==> config.mk <==
export PLATFORM = sky130hd
export DESIGN_NAME = router_fifo
export DESIGN_NICKNAME = d
export VERILOG_FILES = /design/src/rtl/router_pkg.sv /design/src/rtl/router_fifo_mem.sv /design/src/rtl/router_fifo.sv
export SDC_FILE = /design/constraint.sdc
export NUM_CORES = 1
export LEC_CHECK = 0
export ABC_AREA = 1
export BUFFER_PORTS_ARGS = -buffer_cell sky130_fd_sc_hd__buf_2
export CAP_MARGIN = 15
export CORE_ASPECT_RATIO = 1.25
export CORE_MARGIN = 2
export CORE_UTILIZATION = 55
export DETAILED_ROUTE_END_ITERATION = 10
export GPL_TIMING_DRIVEN = 0
export PLACE_DENSITY = 0.74
export SETUP_SLACK_MARGIN = 0.3
export SYNTH_ARGS = -nofsm -noshare
export SYNTH_HDL_FRONTEND = slang
export SYNTH_HIERARCHICAL = 1
export SYNTH_SLANG_ARGS = --single-unit
==> constraint.sdc <==
create_clock -name clock -period 3.9 [get_ports clock]
set_clock_uncertainty 0.1 [all_clocks]
set_input_delay 0.78 -clock clock [delete_from_list [all_inputs] [get_ports clock]]
set_output_delay 0.78 -clock clock [all_outputs]
set_load 0.01 [all_outputs]
==> src/rtl/router_pkg.sv <==
// Shared constants for the 1x3 router: payload width, output FIFO geometry,
// header length field position and channel addresses.
package router_pkg;

  localparam int DATA_W      = 8;
  localparam int FIFO_DEPTH  = 16;
  localparam int FIFO_PTR_W  = 5;

  localparam int HDR_LEN_MSB = 7;
  localparam int HDR_LEN_LSB = 2;

  localparam logic [1:0] CH_ADDR_0 = 2'b00;
  localparam logic [1:0] CH_ADDR_1 = 2'b01;
  localparam logic [1:0] CH_ADDR_2 = 2'b10;

endpackage

==> src/rtl/router_fifo_mem.sv <==
// Dual-port storage array for one router output FIFO: synchronous write,
// registered read with a synchronous clear on the read register.
module router_fifo_mem #(
  parameter int WIDTH  = 9,
  parameter int DEPTH  = 16,
  parameter int ADDR_W = 4
) (
  input  logic              clock,
  input  logic              wr_en,
  input  logic [ADDR_W-1:0] wr_addr,
  input  logic [WIDTH-1:0]  wr_data,
  input  logic              rd_en,
  input  logic              rd_clr,
  input  logic [ADDR_W-1:0] rd_addr,
  output logic [WIDTH-1:0]  rd_data
);

  logic [WIDTH-1:0] mem [DEPTH];

  always_ff @(posedge clock) begin
    if (wr_en) mem[wr_addr] <= wr_data;
  end

  // Clear wins over read so a flush or idle cycle always presents zero.
  always_ff @(posedge clock) begin
    if (rd_clr)     rd_data <= '0;
    else if (rd_en) rd_data <= mem[rd_addr];
  end

endmodule

==> src/rtl/router_fifo.sv <==
// Output-channel FIFO of the 1x3 router: pointers, flags and read-side packet
// counter. Optional sticky overflow flag is enabled by ROUTER_FIFO_OVF_EN.
module router_fifo
  import router_pkg::*;
#(
  parameter int DATA_W = router_pkg::DATA_W,
  parameter int DEPTH  = FIFO_DEPTH,
  parameter int PTR_W  = FIFO_PTR_W
) (
  input  logic              clock,
  input  logic              resetn,
  input  logic              soft_reset,
  input  logic              write_enb,
  input  logic              read_enb,
  input  logic              lfd_state,
  input  logic [DATA_W-1:0] data_in,
  output logic [DATA_W-1:0] data_out,
  output logic              full,
  output logic              empty,
  output logic              ovf_err
);

  localparam int AW    = PTR_W - 1;
  localparam int CNT_W = 7;

  logic [PTR_W-1:0]  wr_ptr_reg, rd_ptr_reg;
  logic [CNT_W-1:0]  pkt_cnt_reg, pkt_cnt_next;
  logic              rd_valid_reg;
  logic [DATA_W:0]   rd_word;
  logic              flush, wr_go, rd_go, rd_clr;

  assign flush = !resetn || soft_reset;
  assign empty = (wr_ptr_reg == rd_ptr_reg);
  assign full  = (wr_ptr_reg[AW] != rd_ptr_reg[AW]) &&
                 (wr_ptr_reg[AW-1:0] == rd_ptr_reg[AW-1:0]);
  assign wr_go = write_enb && !full && !flush;
  assign rd_go = read_enb && !empty && !flush;

  // The array read is registered, so the word read at the previous edge is
  // folded into the counter here; pkt_cnt_next is the packet count as of now.
  always_comb begin
    pkt_cnt_next = pkt_cnt_reg;
    if (rd_valid_reg) begin
      if (rd_word[DATA_W])
        pkt_cnt_next = CNT_W'(rd_word[HDR_LEN_MSB:HDR_LEN_LSB]) + CNT_W'(1);
      else if (pkt_cnt_reg != '0)
        pkt_cnt_next = pkt_cnt_reg - CNT_W'(1);
    end
  end

  assign rd_clr = flush || (!rd_go && (pkt_cnt_next == '0));

  always_ff @(posedge clock) begin
    if (flush) begin
      wr_ptr_reg   <= '0;
      rd_ptr_reg   <= '0;
      pkt_cnt_reg  <= '0;
      rd_valid_reg <= 1'b0;
    end else begin
      if (wr_go) wr_ptr_reg <= wr_ptr_reg + PTR_W'(1);
      if (rd_go) rd_ptr_reg <= rd_ptr_reg + PTR_W'(1);
      pkt_cnt_reg  <= pkt_cnt_next;
      rd_valid_reg <= rd_go;
    end
  end

  router_fifo_mem #(
    .WIDTH  (DATA_W + 1),
    .DEPTH  (DEPTH),
    .ADDR_W (AW)
  ) u_mem (
    .clock   (clock),
    .wr_en   (wr_go),
    .wr_addr (wr_ptr_reg[AW-1:0]),
    .wr_data ({lfd_state, data_in}),
    .rd_en   (rd_go),
    .rd_clr  (rd_clr),
    .rd_addr (rd_ptr_reg[AW-1:0]),
    .rd_data (rd_word)
  );

  assign data_out = rd_word[DATA_W-1:0];

`ifdef ROUTER_FIFO_OVF_EN
  logic ovf_err_reg;

  // Sticky: survives soft_reset, cleared only by resetn.
  always_ff @(posedge clock) begin
    if (!resetn)
      ovf_err_reg <= 1'b0;
    else if (write_enb && full && !soft_reset)
      ovf_err_reg <= 1'b1;
  end

  assign ovf_err = ovf_err_reg;
`else
  assign ovf_err = 1'b0;
`endif

endmodule

==> impl_metrics.toml <==
[route]
first_pass_iters = 6
vias = 5366
drc = 0
drt_iter0_markers = 597
routedWlPerCell_um = 17.2
viasPerCell = 5.57
totalWireLength_mm = 16.6
antenna_left = 0

[critical_path]
cp-start-kind = "flop"
cp-end-kind = "flop"
crit_path_max_fanout = 9
cp.required_ns = 3.84
crit_type = "flop to flop"
critical_path_arrival_ns = 2.64

[clock_tree]
ctsResizeCount = 0
cts-root-buf = "clkbuf_16"
clk_path_buf_depth = 2
numCtsBuffers = 17
clock_latency_ns = 0.42
cts_hold_buf = 0
cts_tree = "built"
htree_levels = 4
clkTransAtPathRegs_ns = 0.07
cts_sinks = 171
postCtsSetupRepairBufs = 0

[die]
dieWidth_um = 108
die-area_mm2 = 0.0146
io_pins = 25
core_mm2 = 0.0133
start_util = 0.564
die_y_um = 135
rows = 47

[power]
ir_worst_vdd_mv = 0.286
p_leak_nw = 3.32
finalPower_mw = 3.69
p_per_area_mw_per_mm2 = 439

[status]
outcome = "finished, final reports clean"

[global_routing]
grt_pass1_vias = 5186
grt_pass1_wl_mm = 26.6
antenna_found_initial = 0
grt_usage = 0.245
grt-ovfl-total = 0
grt_max_degree = 18

[sta]
fmax_mhz = 371
rsz0062_at_grt = "false"
setup_viol = 0
slew_headroom = 0.375
tns_ns = 0
period_minus_slack_ns = 2.70
finalCritPeriodShare = 0.691
max_slew.worst_pin.slew_ns = 0.933
slew_viol_final = 0
finalHoldViolCount = 0

[layout]
diodes = 0
area_growth_pct = 12.1
num-fill-cells = 1059
largest_reg_flops = 144
drive_gt1_frac = 0.121
final_nets = 799

[yosys]
synth-seq-area-share = 0.648
synth.distinct_cells = 31
postSynthRegisterBits = 171
synth_largest_area_cell = "edfxtp_1"
syn-mean-instance-area_um2 = 10.2
synthCells = 738
yosys-top-cells-area = "edfxtp_1, nand2_1, nand3_1"
syn_area_mm2 = 0.00750
synth_nets = 757
yosys_warnings = 6
synth_top_area_share = 0.576

[placement]
routabilityCongestion = 0.894
io_buffers = 23
hpwl_mm = 11.5

[worst_hold_path]
hp-class = "flop to flop"

[run]
cap_violations = 0
-- power breakdown --
group,switching [mW],internal [mW]
clock network,0.722,0.903
registers,0.00330,1.98
logic,0.0614,0.0202
-- through the flow --
stage	cell area (um^2)	utilization	setup slack [ns]	cells	hold WS (ns)
2_1_floorplan	7500	-	1.47	738	0.377
3_3_place_gp	7830	0.589	0.888	932	0.391
3_5_place_dp	7830	0.589	0.852	932	0.404
4_1_cts	8410	0.633	1.22	964	0.413
5_1_grt	8410	0.633	0.999	964	0.432
6_report	8410	0.633	1.20	964	0.412
-- worst paths after layout --
kind	slack (ns)	cells after the start	to	from
setup / recovery	1.20	9	u_mem/mem[9][8]$_DFFE_PP_	wr_ptr_reg[0]$_SDFFE_PP0P_
hold / removal	0.41	2	wr_ptr_reg[4]$_SDFFE_PP0P_	wr_ptr_reg[4]$_SDFFE_PP0P_
setup reg to reg	1.20	9	u_mem/mem[9][8]$_DFFE_PP_	wr_ptr_reg[0]$_SDFFE_PP0P_
hold reg to reg	0.41	2	wr_ptr_reg[4]$_SDFFE_PP0P_	wr_ptr_reg[4]$_SDFFE_PP0P_
-- cells in the mapped netlist, drive strengths merged --
cell type / number
a21oi: 10
nand3: 138
o21ai: 2
or2: 3
o21bai: 2
dfxtp: 27
xor2: 11
edfxtp: 144
nand2: 252
conb: 1
inv: 40
nor2: 57
nand4: 8
ha: 5
clkinv: 1
xnor2: 3
buf: 32
nand3b: 2
-- cells in the final DEF (no fill, tap or decap), types with 2 or more instances in the layout --
cell type	n
nand3b_1	2
clkinvlp_4	3
buf_4	13
o21bai_1	2
edfxtp_1	144
ha_1	5
inv_2	2
or2_2	2
nand3_1	136
dfxtp_1	27
nand4_1	8
a21oi_1	9
buf_2	31
inv_6	7
inv_8	3
inv_1	36
nor2_1	56
buf_6	9
xnor2_1	3
buf_1	2
clkbuf_16	17
nand2_1	251
xor2_1	11
-- logic make-up (layout without fill, tap and decap cells) --
logic type | after synthesis | in the layout | synth area share
xor gates and xnor gates | 14 | 14 | 0.0163
buffers and inverters | 73 | 128 | 0.0544
AOI/OAI and AO/OA | 14 | 14 | 0.0105
and+or+nand+nor | 460 | 460 | 0.262
DFF | 171 | 171 | 0.648
adders and majority gates | 5 | 5 | 0.00834
other | 1 | 1 | 0.000500
-- layout make-up --
cell class / count / area (um^2) / area share
sequential: 171 / 4860 / 0.578
multi-input combinational: 494 / 2230 / 0.265
clock buffer: 17 / 425 / 0.0506
buffer: 32 / 246 / 0.0293
tap: 171 / 214 / 0.0254
inverter: 41 / 161 / 0.0192
clock inverter: 15 / 153 / 0.0182
timing repair buffer: 23 / 115 / 0.0137
-- metal layers --
metal / share of wire / track usage / vias to the layer above
met4: 0.023 / 0.0919 / 0
met5: 0 / 0 / -
met2: 0.51 / 0.408 / 206
li1: - / - / 2567
met3: 0.065 / 0.0405 / 32
met1: 0.40 / 0.324 / 2561
-- worst max-delay path, stage by stage (launching register included) --
cell and delay [ns]:
dfxtp_1 0.49, xor2_1 0.18, nor2_1 0.08, nand2_1 0.06, or2_1 0.10, buf_6 0.13, nand3_4 0.08, inv_1 0.13
nand3b_1 0.19, nor2_1 0.76
Note: power is estimated with default switching activity, not from simulation.
